[config.mk]
export PLATFORM = sky130hd
export DESIGN_NAME = lcd_i2c_cmd_queue
export DESIGN_NICKNAME = d
export VERILOG_FILES = /design/src/rtl/lcd_i2c_cmd_queue.sv
export SDC_FILE = /design/constraint.sdc
export NUM_CORES = 1
export LEC_CHECK = 0
export BUFFER_PORTS_ARGS = -buffer_cell sky130_fd_sc_hd__buf_2
export CAP_MARGIN = 20
export CORE_ASPECT_RATIO = 0.9
export CORE_MARGIN = 8
export CORE_UTILIZATION = 47
export CTS_BUF_LIST = sky130_fd_sc_hd__clkbuf_8
export DETAILED_ROUTE_END_ITERATION = 10
export HOLD_SLACK_MARGIN = 0.02
export PLACE_DENSITY = 0.67
export SLEW_MARGIN = 20
export SYNTH_ARGS = -nofsm -noshare
export SYNTH_HDL_FRONTEND = slang
export SYNTH_SLANG_ARGS = --single-unit
export TNS_END_PERCENT = 1
[constraint.sdc]
create_clock -name i_clk -period 2.3 [get_ports i_clk]
set_input_delay 0.69 -clock i_clk [delete_from_list [all_inputs] [get_ports i_clk]]
set_output_delay 0.69 -clock i_clk [all_outputs]
set_load 0.05 [all_outputs]
[src/rtl/lcd_i2c_cmd_queue.sv]
// lcd_i2c_cmd_queue: queued HD44780 4-bit command/data sender for a PCF8574 I2C expander.
// Rev 1.0 - FIFO of commands expanded into E-strobed expander bytes with timed gaps.
`default_nettype none

module lcd_i2c_cmd_queue #(
    parameter int CLK_MHZ  = 12,
    parameter int DEPTH    = 4,
    parameter int SETUP_US = 10,
    parameter int PULSE_US = 10,
    parameter int HOLD_US  = 50,
    parameter int CMD_US   = 50,
    parameter int LONG_US  = 1600
) (
    input  logic                     i_clk,
    input  logic                     i_rst_n,
    input  logic                     i_push,
    input  logic                     i_rs,
    input  logic                     i_nibble_only,
    input  logic [7:0]               i_data,
    input  logic                     i_backlight,
    output logic                     o_full,
    output logic                     o_overflow,
    output logic [$clog2(DEPTH):0]   o_count,
    output logic                     o_busy,
    output logic                     o_i2c_valid,
    output logic [7:0]               o_i2c_data,
    input  logic                     i_i2c_ready
);

    function automatic int gap_cycles(input int us);
        int c;
        c = us * CLK_MHZ;
        return (c < 1) ? 1 : c;
    endfunction

    function automatic int max2(input int a, input int b);
        return (a > b) ? a : b;
    endfunction

    localparam int PW      = $clog2(DEPTH);
    localparam int CW      = PW + 1;
    localparam int G_SETUP = gap_cycles(SETUP_US);
    localparam int G_PULSE = gap_cycles(PULSE_US);
    localparam int G_HOLD  = gap_cycles(HOLD_US);
    localparam int G_CMD   = gap_cycles(CMD_US);
    localparam int G_LONG  = gap_cycles(LONG_US);
    localparam int G_MAX   = max2(max2(max2(G_SETUP, G_PULSE), max2(G_HOLD, G_CMD)), G_LONG);
    localparam int DW      = $clog2(G_MAX + 1);

    localparam logic [DW-1:0] GM_SETUP = DW'(G_SETUP - 1);
    localparam logic [DW-1:0] GM_PULSE = DW'(G_PULSE - 1);
    localparam logic [DW-1:0] GM_HOLD  = DW'(G_HOLD - 1);
    localparam logic [DW-1:0] GM_CMD   = DW'(G_CMD - 1);
    localparam logic [DW-1:0] GM_LONG  = DW'(G_LONG - 1);
    localparam logic [CW-1:0] FULL_CNT = CW'(DEPTH);

    localparam logic [1:0] S_IDLE  = 2'd0;
    localparam logic [1:0] S_SEND  = 2'd1;
    localparam logic [1:0] S_DELAY = 2'd2;

    logic [1:0]    state, next_state;
    logic [9:0]    mem [DEPTH];
    logic [PW-1:0] wr_ptr, rd_ptr;
    logic [CW-1:0] count;
    logic          full, push_ok, pop, accept, enter_send, is_last, last_q;
    logic [9:0]    head;
    logic          ent_rs, ent_nib;
    logic [7:0]    ent_data;
    logic [2:0]    phase, send_phase;
    logic [7:0]    byte_q, new_byte, src_data;
    logic          src_rs;
    logic [3:0]    nib;
    logic [DW-1:0] delay_cnt, gap_m1, post_m1;

    assign full    = (count == FULL_CNT);
    assign push_ok = i_push & ~full;
    assign pop     = (state == S_IDLE) && (count != '0);
    assign accept  = (state == S_SEND) && i_i2c_ready;
    assign head    = mem[rd_ptr];

    always_ff @(posedge i_clk) begin
        if (push_ok) begin
            mem[wr_ptr] <= {i_rs, i_nibble_only, i_data};
        end
    end

    always_ff @(posedge i_clk) begin
        if (!i_rst_n) begin
            wr_ptr     <= '0;
            rd_ptr     <= '0;
            count      <= '0;
            o_overflow <= 1'b0;
        end else begin
            o_overflow <= i_push & full;
            if (push_ok) wr_ptr <= PW'(wr_ptr + 1'b1);
            if (pop)     rd_ptr <= PW'(rd_ptr + 1'b1);
            case ({push_ok, pop})
                2'b10:   count <= CW'(count + 1'b1);
                2'b01:   count <= CW'(count - 1'b1);
                default: count <= count;
            endcase
        end
    end

    // Clear/home needs the long post-delay; nibble-only init writes never do.
    always_comb begin
        post_m1 = GM_CMD;
        if (!ent_rs && !ent_nib && (ent_data == 8'h01 || ent_data == 8'h02 || ent_data == 8'h03))
            post_m1 = GM_LONG;
        is_last = (phase == 3'd5) || (phase == 3'd2 && ent_nib);
        case (phase)
            3'd0, 3'd3: gap_m1 = GM_SETUP;
            3'd1, 3'd4: gap_m1 = GM_PULSE;
            3'd2:       gap_m1 = ent_nib ? post_m1 : GM_HOLD;
            default:    gap_m1 = post_m1;
        endcase
    end

    always_ff @(posedge i_clk) begin
        if (!i_rst_n) state <= S_IDLE;
        else          state <= next_state;
    end

    always_comb begin
        next_state = state;
        case (state)
            S_IDLE:  if (count != '0) next_state = S_SEND;
            S_SEND: begin
                if (accept) begin
                    if (gap_m1 != '0) next_state = S_DELAY;
                    else              next_state = is_last ? S_IDLE : S_SEND;
                end
            end
            S_DELAY: if (delay_cnt == DW'(1)) next_state = last_q ? S_IDLE : S_SEND;
            default: next_state = S_IDLE;
        endcase
    end

    always_comb begin
        o_i2c_valid = (state == S_SEND);
        o_busy      = (count != '0) || (state != S_IDLE);
        o_full      = full;
        o_count     = count;
        o_i2c_data  = byte_q;
    end

    // The byte for the next SEND is built from the FIFO head on a pop, else from the held entry.
    always_comb begin
        enter_send = (next_state == S_SEND) && ((state != S_SEND) || accept);
        if (state == S_IDLE)      send_phase = 3'd0;
        else if (state == S_SEND) send_phase = 3'(phase + 3'd1);
        else                      send_phase = phase;
        src_data = (state == S_IDLE) ? head[7:0] : ent_data;
        src_rs   = (state == S_IDLE) ? head[9]   : ent_rs;
        nib      = (send_phase < 3'd3) ? src_data[7:4] : src_data[3:0];
        new_byte = {nib, i_backlight, (send_phase == 3'd1 || send_phase == 3'd4), 1'b0, src_rs};
    end

    always_ff @(posedge i_clk) begin
        if (!i_rst_n) begin
            ent_rs    <= 1'b0;
            ent_nib   <= 1'b0;
            ent_data  <= 8'h00;
            phase     <= 3'd0;
            byte_q    <= 8'h00;
            delay_cnt <= '0;
            last_q    <= 1'b0;
        end else begin
            if (pop) begin
                ent_rs   <= head[9];
                ent_nib  <= head[8];
                ent_data <= head[7:0];
                phase    <= 3'd0;
            end
            if (accept) begin
                phase     <= 3'(phase + 3'd1);
                delay_cnt <= gap_m1;
                last_q    <= is_last;
            end else if (state == S_DELAY) begin
                delay_cnt <= DW'(delay_cnt - 1'b1);
            end
            if (enter_send) byte_q <= new_byte;
        end
    end

endmodule

`default_nettype wire

# Yosys cells after proc, flatten, opt, wreduce, memory -nomap -nowiden
# Memories as Yosys holds them, arrays and structs flattened. A register that Yosys moved wholly into a read port is not among the register bits.
# Index checks and enable logic that the tools add are counted.
# classes
order_cmp	1
reduce_logical	23
add_sub_neg	6
bitwise_logic	3
n_eq_ne	18
muxes	24
# ops
cell	n
15-bit two-way mux	4
15-bit one-hot mux with 2 select lines	1
8-bit by 2-bit == test with 1-bit output, second input constant	2
15-bit by 1-bit == test with 1-bit output, second input constant	1
15-bit nonzero test	1
15-bit by 1-bit subtractor with 15-bit output, second input constant	1
3-bit == test, second input constant	4
2-bit two-way mux	6
3-bit two-way mux	4
8-bit by 1-bit == test with 1-bit output, second input constant	1
8-bit two-way mux	1
2-bit nonzero test	4
3-bit by 1-bit adder with 3-bit output, second input constant	2
2-bit by 1-bit == test with 1-bit output, second input constant	3
3-bit by 1-bit == test with 1-bit output, second input constant	2
3-bit by 2-bit == test with 1-bit output, second input constant	2
1-bit logical AND	6
1-bit logical OR	6
2-bit one-hot mux with 3 select lines	1
3-bit one-hot mux with 2 select lines	1
1-bit two-way mux	5
2-bit by 1-bit adder with 2-bit output, second input constant	2
2-bit == test, second input constant	2
4-bit two-way mux	1
other kinds (10)	12
# totals
n_memories	1
mem_bits_rw	40
output_inout_bits	15
word_cells	88
reg_bits	46
inputBits	15
# mem_list
memory	words	word_bits	read_ports	rd_ports_with_merged_regs	write_ports	line	rtl
mem	4	10	1	1	1	62	logic [9:0] mem [DEPTH];

# Depth between registers and ports, before layout
# Gate-level depths: netlist (run 1).
# depth
ltp_word	13
mapped_depth	11
mapped_depth_nobuf	10

# Worst setup path before layout (run 1)
# Ideal clock, no wire load.
# synth_timing
path_type	register -> register
start	register count[2] (netlist: o_count[2])
end	register count[2] (netlist: o_count[2])
stages_incl_launch_ff	11
setup_slack_ns	-0.490
period_less_slack_ns	2.790
n_path_buf	1
t_arrival_ns	2.720
path_cell_list	dfxtp_1 > and3_1 > nor2b_1 > clkbuf_1 > inv_1 > ha_1 > inv_1 > fa_1 > xor2_1 > or3_1 > a21oi_1
# synth_between
elab_chain_cells	5
# synth_lines
item	line	rtl
start, declared	64	logic [CW-1:0] count;
start signal, assigned	98	2'b10: count <= CW'(count + 1'b1);
start signal, assigned	99	2'b01: count <= CW'(count - 1'b1);
start signal, assigned	100	default: count <= count;
3-bit == test (*)	75	assign full = (count == FULL_CNT);
net o_full	21	output logic o_full,
1-bit inverter (*)	76	assign push_ok = i_push & ~full;
1-bit AND (*)	76	
2-bit by 1-bit == test with 1-bit output or 2-bit == test (tied branches)	97	case ({push_ok, pop})
3-bit one-hot mux with 2 select lines or 2-bit nonzero test (tied branches)	n/a	
# Mark *: on every way through the listed nets, which the timed path passes. The rest lies on a longest branch.
# A chain may end at the register's enable or synchronous reset.

# Final worst setup path (run 1)
# layout_timing
start	register count[0] (netlist: o_count[0])
end	register count[2] (netlist: o_count[2])
# layout_between
elab_chain_cells	5
# layout_lines
item	line
3-bit == test	75
1-bit inverter	76
1-bit AND	76
2-bit by 1-bit == test with 1-bit output or 2-bit == test (tied branches)	97
3-bit one-hot mux with 2 select lines or 2-bit nonzero test (tied branches)	n/a
# Parallel ways exist; a longest one is shown, timed or not.

==> tab_implementation.tex, run 1 <==
\begin{tabular}{lr}
\hline
Metric & Value \\
\hline
\multicolumn{2}{l}{\textbf{Global routing}} \\
\quad Global route total overflow & 0 \\
\quad All-Layer GR Usage & 13.7\% \\
\quad Antenna violations before repair & 0 \\
\quad Largest net degree at the start of global routing & 39 \\
\quad Global-route wire length before repair & 12.2 mm \\
\quad Vias in the first global route & 2509 \\
\multicolumn{2}{l}{\textbf{Placement}} \\
\quad Setup WS pre-CTS & -35.9 ps \\
\quad Number of buffers inserted by port buffering & 28 \\
\quad Post-detailed-placement half-perimeter wirelength & 5.03 mm \\
\quad RePlAce Congestion & 0.839 \\
\multicolumn{2}{l}{\textbf{Logic synthesis}} \\
\quad Synthesized area divided by synthesized cell count & 11.7 sq um \\
\quad Largest area contributor in the netlist & edfxtp\_1 \\
\quad Share of the yosys chip area belonging to registers & 56.3\% \\
\quad Biggest area contributors in the synthesized netlist & edfxtp\_1, dfxtp\_1, mux4\_2 \\
\quad Gate count after technology mapping & 329 \\
\quad Top-count cell post-synth & dfxtp\_1 \\
\quad Post-synthesis instance area & 0.00384 sq mm \\
\quad Share of the synthesized area in the top cell type & 31.3\% \\
\quad Fraction of registers with async set/reset & 0\% \\
\quad Number of unique standard cell types used by synthesis & 58 \\
\quad Main flop type after synthesis & dfxtp\_1 \\
\quad Count of warnings emitted by yosys & 0 \\
\quad Synthesized netlist net count & 355 \\
\quad Top cell types by occurrence after synthesis & dfxtp\_1, edfxtp\_1, nand2\_1 \\
\quad Number of enable-type register cells in the synthesized netlist & 40 \\
\quad Flip-flop and latch count after synthesis & 88 \\
\multicolumn{2}{l}{\textbf{Clocking}} \\
\quad Root buffer selected by CTS & clkbuf\_8 \\
\quad CTS max path bufs & 2 \\
\quad Number of buffers inserted during clock tree synthesis & 9 \\
\quad CTS H-Tree Depth & 3 \\
\quad Post-CTS resize count & 0 \\
\quad Post-CTS setup buffer count & 0 \\
\quad Clock Latency Late Sink & 360 ps \\
\quad Clock tree from TritonCTS & yes \\
\quad Count of hold-fix buffers inserted at cts & 0 \\
\quad \# clock sinks & 88 \\
\quad Clock transition time at the flip-flop clock pins of the worst setup and hold paths & 90 ps \\
\multicolumn{2}{l}{\textbf{Timing}} \\
\quad Post-route fraction of the period consumed by the critical path & 92.3\% \\
\quad Worst-case setup margin in the final layout & 176 ps \\
\quad Hold violation count in the final report & 0 \\
\quad Total negative slack for setup checks & 0 ps \\
\quad Max-slew headroom at the worst pin & 66.5\% \\
\quad Max-slew violation count & 0 \\
\quad Setup clock skew after layout & 11.0 ps \\
\quad F\_max & 0.471 GHz \\
\quad Final critical path time including I/O delays and setup & 2120 ps \\
\quad Unrepaired setup endpoints after global routing & no \\
\quad Worst Tran Pin Value & 502 ps \\
\quad Total of endpoints with negative setup slack in the final report & 0 \\
\multicolumn{2}{l}{\textbf{Floorplan}} \\
\quad Area enclosed by the die boundary & 0.0113 sq mm \\
\quad Initial Util & 48.0\% \\
\quad Y dimension of the die & 102 um \\
\quad Core outline area & 0.00799 sq mm \\
\quad Number of top-level pins & 30 \\
\quad Die extent in x & 111 um \\
\quad Count of standard-cell rows & 31 \\
\multicolumn{2}{l}{\textbf{Drt}} \\
\quad Detailed-route DRC error count & 0 \\
\quad Per-cell routed wire length & 15.5 um \\
\quad Remaining number of nets flagged by the antenna check after routing & 0 \\
\quad Via-per-instance ratio & 5.31 \\
\quad Vias & 2497 \\
\quad Aggregate routed wire length & 7.27 mm \\
\quad First-pass iteration count of the detailed router & 4 \\
\quad DRC violation total after the first TritonRoute iteration & 122 \\
\multicolumn{2}{l}{\textbf{Job}} \\
\quad Max Cap Viol & 0 \\
\multicolumn{2}{l}{\textbf{Worst setup path}} \\
\quad Category of the critical setup timing path & reg2reg \\
\quad Worst Path Arrival & 2410 ps \\
\quad Worst r2r src & o\_count[0] \\
\quad Source of the critical timing path & o\_count[0] \\
\quad Worst Setup Start Kind & register \\
\quad Required time at the endpoint of the critical path & 2580 ps \\
\quad Setup crit end kind & register \\
\quad Maximum fanout encountered on the critical timing path & 4 \\
\multicolumn{2}{l}{\textbf{Cells and area}} \\
\quad Share of final-layout standard cells stronger than drive strength 1 & 24.5\% \\
\quad Antenna Cells & 0 \\
\quad Layout-stage area growth over the synthesis result & 13.5\% \\
\quad Fill cells & 693 \\
\quad Number of nets in the final layout & 392 \\
\multicolumn{2}{l}{\textbf{Run status}} \\
\quad Status & complete, no violations \\
\multicolumn{2}{l}{\textbf{Pwr}} \\
\quad Pwr/cell area & 1300 mW/mm\^{}2 \\
\quad Leakage power & 1.61 nW \\
\quad Worst voltage drop across the vdd grid & 555 uV \\
\quad Total power draw & 5.66 mW \\
\multicolumn{2}{l}{\textbf{Worst hold path}} \\
\quad Tightest Hold Check Type & reg2reg \\
\quad Min-delay src & ent\_data[6] \\
\hline
\end{tabular}
==> path summary, 6_finish.rpt <==
kind                      end  slack (ps)  cells past startpoint
setup / recovery   o_count[2]         180                     10
hold / removal    ent_data[6]         470                      2
setup reg to reg   o_count[2]         180                     10
hold reg to reg   ent_data[6]         470                      2
==> layout by cell type (no fill, tap or decap), types with 9 or more instances in the layout <==
cell type	n
a21oi_1	27
buf_2	28
buf_4	16
clkbuf_8	9
dfxtp_1	45
edfxtp_1	40
ha_1	10
inv_1	13
mux4_2	10
nand2_1	38
nor2_1	26
xor2_1	9
==> worst max-delay path, stage by stage, from the launching register on <==
cell and delay, ps:
dfxtp_4 360, inv_1 100, and3_4 200, nor2b_1 50, inv_1 50, ha_1 180, inv_1 70, fa_1 380
xor2_1 180, or3_1 320, a21oi_1 160
==> per-layer routing <==
metal,up-vias,global-route usage [%],share of wire (%)
met4,0,5.53,1.6
met3,11,3.91,3.0
li1,1245,-,-
met2,29,23.0,49
met5,-,0,0
met1,1212,16.2,46
==> cell type report <==
type / instances / area, sq um / area share [%]
flip-flops and latches: 88 / 2170 / 49.9
multi-input cells: 210 / 1540 / 35.4
repair buffers: 44 / 260 / 5.97
clock buffers: 9 / 124 / 2.84
well taps: 99 / 124 / 2.84
clock inverters: 7 / 86.3 / 1.98
inverters: 13 / 48.8 / 1.12
==> flip-flops by register name, summed over array words and instances, names as in the netlist, named ones only <==
| name | flops |
|---|---|
| phase | 3 |
| ent_data | 8 |
| last_q | 1 |
| mem | 40 |
| rd_ptr | 2 |
| delay_cnt | 15 |
| o_count | 3 |
| ent_rs | 1 |
| o_i2c_data | 7 |
| o_overflow | 1 |
| state | 2 |
| wr_ptr | 2 |
| ent_nib | 1 |
==> report_power, final <==
group / switching [mW] / internal [mW] / leakage, nW
Clock: 0.596 / 0.529 / 0.110
Sequential: 0.269 / 2.00 / 0.762
Combinational: 1.38 / 0.887 / 0.740
Total: 2.24 / 3.42 / 1.61
==> logic make-up (layout without fill, tap and decap cells) <==
kind of cell | Yosys count | after routing | synth area share, %
AOI/OAI and AO/OA | 52 | 52 | 8.71
xor gates and xnor gates | 16 | 16 | 3.65
adders and majority gates | 11 | 11 | 3.78
buffers and inverters | 31 | 73 | 3.78
DFF | 88 | 88 | 56.3
muxes | 16 | 16 | 7.50
other | 1 | 1 | 0.0977
and+or+nand+nor | 114 | 114 | 16.1
==> through the flow <==
step	util [%]	instance area [sq um]	hold WS, ps	std cells
finish	54.5	4360	471	470
global route	54.5	4360	514	470
CTS	54.5	4360	476	470
detailed placement	51.9	4150	463	454
global placement	51.9	4150	459	454
floorplan	-	3860	444	329
Note: power is estimated with default switching activity, not from simulation.
==> run 2: changes to the inputs <==
CORE_MARGIN = 3   (was 8)
==> tab_implementation.tex, run 2 (synthesized netlist as in run 1, its figures left out) <==
\begin{tabular}{lr}
\hline
Metric & Value \\
\hline
\multicolumn{2}{l}{\textbf{Run status}} \\
\quad Status & complete, no violations \\
\multicolumn{2}{l}{\textbf{Clocking}} \\
\quad Post-CTS resize count & 0 \\
\quad Clock tree from TritonCTS & yes \\
\quad Count of hold-fix buffers inserted at cts & 0 \\
\quad Post-CTS setup buffer count & 0 \\
\quad \# clock sinks & 88 \\
\quad Clock transition time at the flip-flop clock pins of the worst setup and hold paths & 90 ps \\
\quad CTS max path bufs & 2 \\
\quad CTS H-Tree Depth & 3 \\
\quad Root buffer selected by CTS & clkbuf\_8 \\
\quad Clock Latency Late Sink & 350 ps \\
\quad Number of buffers inserted during clock tree synthesis & 9 \\
\multicolumn{2}{l}{\textbf{Cells and area}} \\
\quad Final instance area & 0.00430 sq mm \\
\quad Flip-flop count of the largest register, all copies and words added & 40 \\
\quad Leading cell type in the layout, fill and taps excluded & dfxtp\_1 \\
\quad Share of final-layout standard cells stronger than drive strength 1 & 23.8\% \\
\quad Most flop-heavy register & mem \\
\quad Antenna Cells & 0 \\
\quad Number of nets in the final layout & 390 \\
\quad Top library cells by usage in the layout, fill and taps aside & dfxtp\_1, edfxtp\_1, nand2\_1 \\
\quad Layout-stage area growth over the synthesis result & 12.0\% \\
\quad Post-route core utilization & 55.6\% \\
\quad Largest registers & mem: 40 flops, delay\_cnt: 15 flops, ent\_data: 8 flops \\
\multicolumn{2}{l}{\textbf{Floorplan}} \\
\quad Number of top-level pins & 30 \\
\quad Y dimension of the die & 91.7 um \\
\quad Core outline area & 0.00773 sq mm \\
\quad Die extent in x & 101 um \\
\quad Count of standard-cell rows & 30 \\
\quad Area enclosed by the die boundary & 0.00929 sq mm \\
\quad Initial Util & 49.6\% \\
\multicolumn{2}{l}{\textbf{Worst setup path}} \\
\quad Category of the critical setup timing path & reg2out \\
\quad Setup crit end kind & output port \\
\quad Required time at the endpoint of the critical path & 1610 ps \\
\quad Maximum fanout encountered on the critical timing path & 9 \\
\quad Worst Path Arrival & 1440 ps \\
\quad Worst Setup Start Kind & register \\
\multicolumn{2}{l}{\textbf{Global routing}} \\
\quad Largest net degree at the start of global routing & 22 \\
\quad Global route total overflow & 0 \\
\quad Global-route wire length before repair & 11.9 mm \\
\quad All-Layer GR Usage & 16.2\% \\
\quad Antenna violations before repair & 0 \\
\quad Vias in the first global route & 2461 \\
\multicolumn{2}{l}{\textbf{Timing}} \\
\quad Max-slew violation count & 0 \\
\quad Post-route fraction of the period consumed by the critical path & 92.5\% \\
\quad Final critical path time including I/O delays and setup & 2130 ps \\
\quad Total of endpoints with negative setup slack in the final report & 0 \\
\quad Total negative slack for setup checks & 0 ps \\
\quad Setup clock skew after layout & 12.4 ps \\
\quad Max-slew headroom at the worst pin & 66.2\% \\
\quad Worst hold slack across all endpoints & 475 ps \\
\quad Worst Tran Pin Value & 507 ps \\
\quad F\_max & 0.470 GHz \\
\quad Unrepaired setup endpoints after global routing & no \\
\quad Hold violation count in the final report & 0 \\
\multicolumn{2}{l}{\textbf{Placement}} \\
\quad Number of buffers inserted by port buffering & 28 \\
\quad RePlAce Congestion & 0.815 \\
\quad Post-detailed-placement half-perimeter wirelength & 4.84 mm \\
\quad DP Area & 0.00413 sq mm \\
\multicolumn{2}{l}{\textbf{Worst hold path}} \\
\quad Tightest Hold Check Type & reg2reg \\
\multicolumn{2}{l}{\textbf{Drt}} \\
\quad Remaining number of nets flagged by the antenna check after routing & 0 \\
\quad First-pass iteration count of the detailed router & 4 \\
\quad Vias & 2472 \\
\quad Via-per-instance ratio & 5.32 \\
\quad DRC violation total after the first TritonRoute iteration & 70 \\
\quad Per-cell routed wire length & 15.1 um \\
\quad Aggregate routed wire length & 7.03 mm \\
\quad Detailed-route DRC error count & 0 \\
\multicolumn{2}{l}{\textbf{Pwr}} \\
\quad Share of power burned in combinational logic & 40.1\% \\
\quad Pwr/cell area & 1260 mW/mm\^{}2 \\
\quad Switching share of power & 40.2\% \\
\quad Worst voltage drop across the vdd grid & 541 uV \\
\quad Flop pwr share & 42.6\% \\
\quad Total power draw & 5.42 mW \\
\quad Leakage power & 1.57 nW \\
\quad Cell Int Power & 3.24 mW \\
\quad Psw & 2.18 mW \\
\quad Proportion of power drawn by the clock network & 17.3\% \\
\multicolumn{2}{l}{\textbf{Job}} \\
\quad Max Cap Viol & 0 \\
\hline
\end{tabular}
## run 2: cell count changes in the layout (fill, tap and decap cells not counted), sizes merged
cell | previous run | this run
clkinvlp | 0 | 5
bufinv | 1 | 0
inv | 17 | 15
buf | 44 | 42
clkinv | 2 | 0
## run 2: cell type report
type / instances / area [sq um]
Fill cell: 673 / 3430
Clock buffer: 9 / 124
Inverter: 13 / 48.8
Timing Repair Buffer: 42 / 245
Sequential cell: 88 / 2170
Multi-Input combinational cell: 210 / 1540
Tap cell: 96 / 120
Clock inverter: 7 / 47.5
## run 2: worst paths after layout
path / startpoint / endpoint / slack (ps) / depth (start not counted)
setup / recovery: state[0] / o_busy / 170 / 4
hold / removal: ent_data[6] / ent_data[6] / 470 / 2
setup reg to reg: o_count[1] / o_count[2] / 230 / 10
hold reg to reg: ent_data[6] / ent_data[6] / 470 / 2
## run 2: worst max-delay path, cell delays in order, from the launching register on
cell and delay [ps]:
dfxtp_1 560, nor2_4 50, buf_4 180, nand2_1 50
buf_2 250
## run 2: per-stage QoR
step	setup slack, ps	instances
2_1_floorplan	4.97	329
3_3_place_gp	60.3	449
3_5_place_dp	-6.64	449
4_1_cts	170	465
5_1_grt	77.6	465
6_report	172	465
## run 2: power groups by stage
stage / combinational (mW) / clock, mW / sequential, mW
after floorplan: 1.56 / 0 / 2.43
after global placement: 2.14 / 0 / 2.33
after detailed placement: 2.17 / 0 / 2.35
after CTS: 2.19 / 0.971 / 2.31
after global routing: 2.43 / 1.02 / 2.36
final: 2.18 / 0.938 / 2.31
## run 2: per-layer routing
metal  vias up  part of all wire [%]  track usage, %
met2        53                    46            25.1
met1      1170                    48            22.5
met5         -                     0               0
met4         0                  0.84            4.54
met3         7                   5.2            4.03
li1       1242                     -               -
